[src/rtl/r2l_exp_pkg.sv]
// Shared state encoding and next-state helper for the right-to-left exponentiation engine.
package r2l_exp_pkg;

  localparam logic [1:0] ST_IDLE = 2'd0;
  localparam logic [1:0] ST_MUL  = 2'd1;
  localparam logic [1:0] ST_SQR  = 2'd2;
  localparam logic [1:0] ST_FIN  = 2'd3;

  typedef enum logic [1:0] {
    IDLE = ST_IDLE,
    MUL  = ST_MUL,
    SQR  = ST_SQR,
    FIN  = ST_FIN
  } state_t;

  // Next phase for a remaining exponent: done when exhausted, multiply on a set LSB, else square.
  function automatic state_t nxt_state(input logic e_zero, input logic e_lsb);
    if (e_zero) begin
      return FIN;
    end else if (e_lsb) begin
      return MUL;
    end else begin
      return SQR;
    end
  endfunction

endpackage

[src/rtl/r2l_exp_mul.sv]
// Unsigned W x W multiplier returning the wrapped low half and an upper-half-nonzero flag.
module r2l_exp_mul #(
  parameter int unsigned W = 32
) (
  input  logic [W-1:0] a_i,
  input  logic [W-1:0] b_i,
  output logic [W-1:0] lo_c_o,
  output logic         hi_nz_c_o
);

  localparam int unsigned PW = 2 * W;

  logic [PW-1:0] prod;

  // Full-width product so the overflow flag sees every discarded bit.
  always_comb begin
    prod = PW'(a_i) * PW'(b_i);
  end

  assign lo_c_o    = prod[W-1:0];
  assign hi_nz_c_o = |prod[PW-1:W];

endmodule

[src/rtl/r2l_exp.sv]
// LSB-first binary exponentiation C = A^B mod 2^(2k) with one shared multiplier.
// Optional overflow reporting is compiled in with `define R2L_OVF_EN.
module r2l_exp
  import r2l_exp_pkg::*;
#(
  parameter int unsigned k = 16
) (
  input  logic           clk,
  input  logic           rst,
  input  logic [k-1:0]   A,
  input  logic [k-1:0]   B,
  input  logic           start,
  output logic [2*k-1:0] C,
  output logic           Done
`ifdef R2L_OVF_EN
  ,
  output logic           Ovf
`endif
);

  localparam int unsigned W = 2 * k;

  state_t         state_q, state_d;
  logic [W-1:0]   r_q, r_d;
  logic [W-1:0]   x_q, x_d;
  logic [k-1:0]   e_q, e_d;
  logic           done_q, done_d;
  logic [k-1:0]   e_shr;
  logic [W-1:0]   mul_a, mul_lo;
  logic           mul_hi_nz;
`ifdef R2L_OVF_EN
  logic           ovf_q, ovf_d;
  logic           xo_q, xo_d;
`else
  logic           hi_nz_unused;
  assign hi_nz_unused = mul_hi_nz;
`endif

  // Shared multiplier: R*X while multiplying, X*X while squaring.
  r2l_exp_mul #(.W(W)) u_mul (
    .a_i       (mul_a),
    .b_i       (x_q),
    .lo_c_o    (mul_lo),
    .hi_nz_c_o (mul_hi_nz)
  );

  // Operand mux, next-state and datapath updates.
  always_comb begin
    state_d = state_q;
    r_d     = r_q;
    x_d     = x_q;
    e_d     = e_q;
    done_d  = done_q;
`ifdef R2L_OVF_EN
    ovf_d   = ovf_q;
    xo_d    = xo_q;
`endif
    e_shr   = e_q >> 1;
    mul_a   = (state_q == SQR) ? x_q : r_q;
    case (state_q)
      IDLE: begin
        if (start) begin
          r_d     = W'(1);
          x_d     = W'(A);
          e_d     = B;
          done_d  = 1'b0;
          state_d = nxt_state(B == '0, B[0]);
`ifdef R2L_OVF_EN
          ovf_d   = 1'b0;
          xo_d    = 1'b0;
`endif
        end
      end
      MUL: begin
        r_d     = mul_lo;
        // No higher exponent bits left: the trailing square would be wasted.
        state_d = (e_shr == '0) ? FIN : SQR;
`ifdef R2L_OVF_EN
        ovf_d   = ovf_q | xo_q | mul_hi_nz;
`endif
      end
      SQR: begin
        x_d     = mul_lo;
        e_d     = e_shr;
        state_d = nxt_state(e_shr == '0, e_shr[0]);
`ifdef R2L_OVF_EN
        xo_d    = xo_q | mul_hi_nz;
`endif
      end
      FIN: begin
        done_d  = 1'b1;
        state_d = IDLE;
      end
      default: state_d = IDLE;
    endcase
  end

  // State and datapath registers; reset abandons any operation in flight.
  always_ff @(posedge clk or negedge rst) begin
    if (!rst) begin
      state_q <= IDLE;
      r_q     <= '0;
      x_q     <= '0;
      e_q     <= '0;
      done_q  <= 1'b0;
`ifdef R2L_OVF_EN
      ovf_q   <= 1'b0;
      xo_q    <= 1'b0;
`endif
    end else begin
      state_q <= state_d;
      r_q     <= r_d;
      x_q     <= x_d;
      e_q     <= e_d;
      done_q  <= done_d;
`ifdef R2L_OVF_EN
      ovf_q   <= ovf_d;
      xo_q    <= xo_d;
`endif
    end
  end

  assign C    = r_q;
  assign Done = done_q;
`ifdef R2L_OVF_EN
  assign Ovf  = ovf_q;
`endif

endmodule

[config.mk]
export PLATFORM = sky130hd
export DESIGN_NAME = r2l_exp
export DESIGN_NICKNAME = d
export VERILOG_FILES = /design/src/rtl/r2l_exp_pkg.sv /design/src/rtl/r2l_exp_mul.sv /design/src/rtl/r2l_exp.sv
export SDC_FILE = /design/constraint.sdc
export NUM_CORES = 1
export LEC_CHECK = 0
export ABC_AREA = 1
export CAP_MARGIN = 15
export CORE_MARGIN = 2
export CORE_UTILIZATION = 40
export CTS_CLUSTER_SIZE = 25
export DETAILED_ROUTE_END_ITERATION = 6
export HOLD_SLACK_MARGIN = 0.08
export PLACE_DENSITY = 0.57
export SLEW_MARGIN = 25
export SYNTH_ARGS = -nofsm -noshare
export SYNTH_HDL_FRONTEND = slang
export SYNTH_SLANG_ARGS = --single-unit
[constraint.sdc]
create_clock -name clk -period 9.8 [get_ports clk]
set_input_delay 1.96 -clock clk [delete_from_list [all_inputs] [get_ports clk]]
set_output_delay 1.96 -clock clk [all_outputs]
set_load 0.05 [all_outputs]
==> flow_metrics.tcl <==
set metrics [dict create \
    status "completed" \
    rsz0062_at_grt "no" \
    synthFlopType "dfrtp_1" \
    seqCellArea_um2 2050 \
    cp.required_ps 10000 \
    finalHoldViolCount 0 \
    synth_compound_area_share_pct 4.94 \
    worst_setup_path_start_kind "flip-flop" \
    cp_max_fo 45 \
    clock-skew-final_ps 8.43 \
    fin_tns_setup_ps 0 \
    hold_buffers 0 \
    slew_headroom_pct 29.6 \
    period_share_pct 86.7 \
    drive_gt1_share_pct 4.59 \
    drt_drc_violations_left 0 \
    postRouteAntennaNets 0 \
    via_per_inst 5.37 \
    min_period_ps 8500 \
    grt.total_usage_pct 29.7 \
    tightest_slew_ps 1050 \
    die-area_um2 50500 \
    synth_top_family_by_area "adder cells" \
    syn2layout_area_growth_pct 8.84 \
    whs_endpoint "e_q[11]" \
    synth_common_cells "inv_1 (529), nand2_1 (500), fa_1 (408)" \
    r2r_end "C[30]" \
    slowest_stage "fa_1" \
    grt_pass1_wl_mm 109 \
    max_freq_mhz 118 \
    synthTopCellsByArea "fa_1 (42%), dfrtp_1 (11%), inv_1 (10%), nand2_1 (9.6%), ha_1 (7.9%)" \
    drt_pre_antenna_iters 6 \
    drv_slew 0 \
    fin_area_um2 21200 \
    setup_viol 0 \
    clk_path_buf_depth 2 \
    ys_seq_area_share_pct 10.5 \
    hp-start "e_q[12]" \
    synthMuxAreaShare_pct 0 \
    timing.rr.start "state_q[0]" \
    gp_congestion 1.02 \
    num_vias 16531 \
    multi_input_area_um2 15000 \
    dieWidth_um 225 \
    grt_pass1_vias 17465 \
    cts_buffers 9 \
    start_util_pct 40.7 \
    end_kind "flip-flop" \
    async_flop_share_pct 100 \
    clk_pin_slew_ps 70 \
    netlist_area_um2 19500 \
    critPathArrivalTime_ps 8700 \
    synth_edf_count 0 \
    fillCellCount 4846 \
    cts_tree "yes" \
    antenna_found_initial 2 \
    cts_setup_buffers 0 \
    final_nets 3024 \
    grt-ovfl-total 0 \
    num_rows 80 \
    synthAdderAreaFrac_pct 49.8 \
    dp_hpwl_mm 57.9 \
    h-tree-depth 3 \
    critPathKind "reg -> reg" \
    post_cts_resized 0 \
    yosysTopAreaCellShare_pct 41.9 \
    die-height_um 225 \
    avgSynthCellArea_um2 8.04 \
    maxCapViolCount 0 \
    cts_sinks 82 \
    netlist_instances 2425 \
    slowest_delay_ps 600 \
    pin_count 68 \
    reg2reg_slack_ps 1300 \
    hold_path_depth 2 \
    ys_ff_latch 82 \
    synth_cell_types 47 \
    synth_area_leader_cell "fa_1" \
    drt-initial-drc-count 1373 \
    clk_latency_ps 360 \
    crit_top_cell "fa_1" \
    wl_mm 72.0 \
    synth_xor_area_share_pct 1.53 \
    yosys.area_share.simple_pct 20.5 \
    core_area_um2 47900 \
    dpl_cell_area_um2 20900 \
    io_buffers 67 \
    ys_warn_count 0 \
    synth_fp_nets 2991 \
    grt_max_degree 82 \
    synth.most_common_cell "inv_1" \
    clockRootBuffer "clkbuf_16" \
    worstRegToRegCells 30 \
    routedWlPerCell_um 23.4 \
    hold_class "reg -> reg" \
]
per-stage QoR:
stage               std cells  setup slack (ps)  hold WS, ps  utilization [%]
floorplan                2425              2650          484                -
finish                   3079              1300          529             44.3
global placement         3062              1520          504             43.5
detailed placement       3062              1400          509             43.5
CTS                      3078              1370          530             44.3
global route             3078               804          559             44.3
placed cells by master, fill, tap and decap left out, drive strengths merged, types with 15 or more instances in the layout:
cell           synthesis  layout
a21oi                 39      39
a22oi                 15      15
buf                   17      46
clkdlybuf4s50          0      66
dfrtp                 82      82
fa                   408     408
ha                   123     123
inv                  538     541
nand2                521     521
nand3                 96      96
nor2                 330     330
o21ai                 68      68
xnor2                 19      19
xor2                  15      15
worst max-delay path by stage:
stage	startpoint	endpoint	cells past startpoint
6_report	state_q[0]	C[30]	30
5_1_grt	state_q[0]	C[30]	30
4_1_cts	state_q[0]	C[30]	30
3_5_place_dp	state_q[1]	C[30]	33
3_3_place_gp	state_q[1]	x_q[29]	32
2_1_floorplan	state_q[0]	C[29]	30
critical path, delay by kind of cell, from the launching register on:
family / cells / cell delay [ps]
adders and majority gates: 9 / 4050
buffers and inverters: 7 / 1380
AOI/OAI and AO/OA: 7 / 1110
and+or+nand+nor: 6 / 1060
DFF: 1 / 450
xor gates and xnor gates: 1 / 230
kinds of logic after synthesis:
| kind of cell | after synthesis |
|---|---|
| adder cells (fa/ha/maj) | 531 |
| XOR/XNOR | 34 |
| buffers and inverters | 638 |
| flip-flops | 82 |
| AND/OR/NAND/NOR | 978 |
| AO/OA/AOI/OAI | 162 |
per-layer routing:
layer,track usage (%),up-vias,wire (um)
li1,-,7232,-
met1,39.2,8396,28900
met2,47.7,773,33100
met3,5.97,130,6330
met4,12.9,0,3620
met5,0,-,0
flip-flops by register name, summed over array words and instances, names as in the netlist:
signal,flops
x_q,32
e_q,15
C,32
Done,1
state_q,2
cell type report:
| cell class | count | area share [%] |
|---|---|---|
| Timing Repair Buffer | 112 | 4.82 |
| Clock inverter | 7 | 0.584 |
| Tap cell | 615 | 3.63 |
| Sequential cell | 82 | 9.67 |
| Multi-Input combinational cell | 1705 | 70.5 |
| Inverter | 548 | 9.69 |
| Antenna cell | 1 | 0.0118 |
| Clock buffer | 9 | 1.06 |
Power is not shown: default switching activity piles up to over one toggle a cycle in this logic, so the estimate is an artifact.
==> RTL edit: new RTL, config.mk and constraints unchanged <==
`k`: 16 -> 8.
--- a/src/rtl/r2l_exp.sv
+++ b/src/rtl/r2l_exp.sv
@@ -3,7 +3,7 @@
 module r2l_exp
   import r2l_exp_pkg::*;
 #(
-  parameter int unsigned k = 16
+  parameter int unsigned k = 8
 ) (
   input  logic           clk,
   input  logic           rst,
Ports: changed (resized A, B and C); port bits go from 68 to 36. No check against the original RTL was run, so the function may have changed too.
==> RTL edit against the unedited design <==
- synthesized area down 68%
- global-route usage down 7.2 points
- cell area down 68%
- sequential cell count down 40
- largest cell class unchanged
- worst setup slack better by 2000 ps
- critical endpoint is now C[14]
- die area down 67%
- critical path type unchanged
- routed wire length down 76%
- sequential share of layout area up 5.7 points
Power is not shown: default switching activity piles up to over one toggle a cycle in this logic, so the estimate is an artifact.
==> RTL edit: results (changes against the unedited design) <==
[outcome]
status=completed

[logic_synthesis]
ys_seq_area_share_pct=16.9  ; +6.4 points
synth_nets=957  ; -68%
synth_compound_area_share_pct=7.87  ; +2.9 points
synth_fa_ha_area_share_pct=35.6  ; -14 points
synth_area_leaders=fa_1 (26%), dfrtp_1 (17%), inv_1 (12%)
synth_cell_types=39  ; -17%
ys_top_cells_by_count=inv_1 (192), nand2_1 (171), fa_1 (80), nor2_1 (78), ha_1 (49)
syn_inst=809  ; -67%

[clocking]
clk_latency_ps=290  ; -70 ps
htreeDepth=2  ; -1

[sta]
skew_ps=3.27  ; -5.16 ps

[worst_setup_path]
arrival_ps=6690  ; -2010 ps
reg2reg_slack_ps=3260  ; +1960 ps
worstRegToRegCells=23  ; -23%
worst-path-max-fanout=22  ; -51%
r2r-start=state_q[1]
r2r-end=C[14]

[worst_hold_path]
min_from=e_q[2]

[detailed_routing]
first_pass_iters=5  ; -1
vias=5182  ; -69%
routedWlPerCell_um=17.3  ; -26%
via_per_inst=5.09  ; -5.2%

[placement]
place_congestion=0.903  ; -11%
portBuffers=35  ; -48%
place_hpwl_mm=14.0  ; -76%

[grt]
grt_pass1_vias=5143  ; -71%
grt_start_max_net_pins=44  ; -46%

[final_layout]
drive_gt1_share_pct=6.27  ; +1.7 points

==> RTL edit: cell types whose count changed in the layout (fill, tap and decap cells not counted), sizes merged, moves of 13 or more <==
cell,before,now
fa,408,80
o21ai,68,30
o211ai,13,0
xnor2,19,4
nor2,330,79
inv,541,198
buf,46,2
ha,123,49
nand2,521,191
clkdlybuf4s50,66,34
dfrtp,82,42
a21oi,39,19
nand3,96,44
==> RTL edit: worst min path at each step <==
stage / endpoint / slack (ps) / depth (start not counted)
after floorplan: e_q[2] / 470 / 2
after global placement: e_q[2] / 500 / 2
after detailed placement: e_q[2] / 500 / 2
after CTS: e_q[2] / 520 / 2
after global routing: e_q[2] / 540 / 2
final: e_q[2] / 510 / 2
==> RTL edit: cell families after synthesis <==
logic type	Yosys count
xor+xnor	12
flops	42
fa+ha+maj	129
simple gates	325
buf+inv	223
compound gates	78
==> RTL edit: layer usage <==
metal / wire length (um) / global-route usage (%)
met5: 0 / 0
met4: 450 / 6.07
met3: 965 / 2.04
met2: 8030 / 36.7
met1: 8140 / 32.3
==> RTL edit: area by class of cell <==
| cell class | count | share of cell area [%] |
|---|---|---|
| clock buffers | 6 | 2.04 |
| clock inverters | 2 | 0.183 |
| inverters | 200 | 11.0 |
| multi-input cells | 544 | 62.7 |
| flip-flops and latches | 42 | 15.4 |
| well taps | 188 | 3.45 |
| repair buffers | 36 | 5.21 |
==> RTL edit: metrics by stage <==
stage	hold slack [ps]	cell area [um^2]	setup WS (ps)
2_1_floorplan	474	6220	4310
3_3_place_gp	503	6670	3350
3_5_place_dp	504	6670	3330
4_1_cts	518	6820	3310
5_1_grt	544	6820	2920
6_report	511	6820	3260
==> RTL edit: critical path, stage by stage (launching register included) <==
cell and delay [ps]:
dfrtp_1 550, inv_1 140, nor2_4 490, nand2_1 180
nand2_4 140, inv_1 180, nor2_1 180, fa_1 490
fa_1 450, ha_1 220, fa_1 460, fa_1 560
inv_1 50, fa_1 480, inv_1 50, ha_1 330
a21oi_1 180, o21ai_0 100, a21oi_1 250, o21ai_0 180
a21oi_1 270, o21ai_0 150, xnor2_1 210, o21ai_0 100
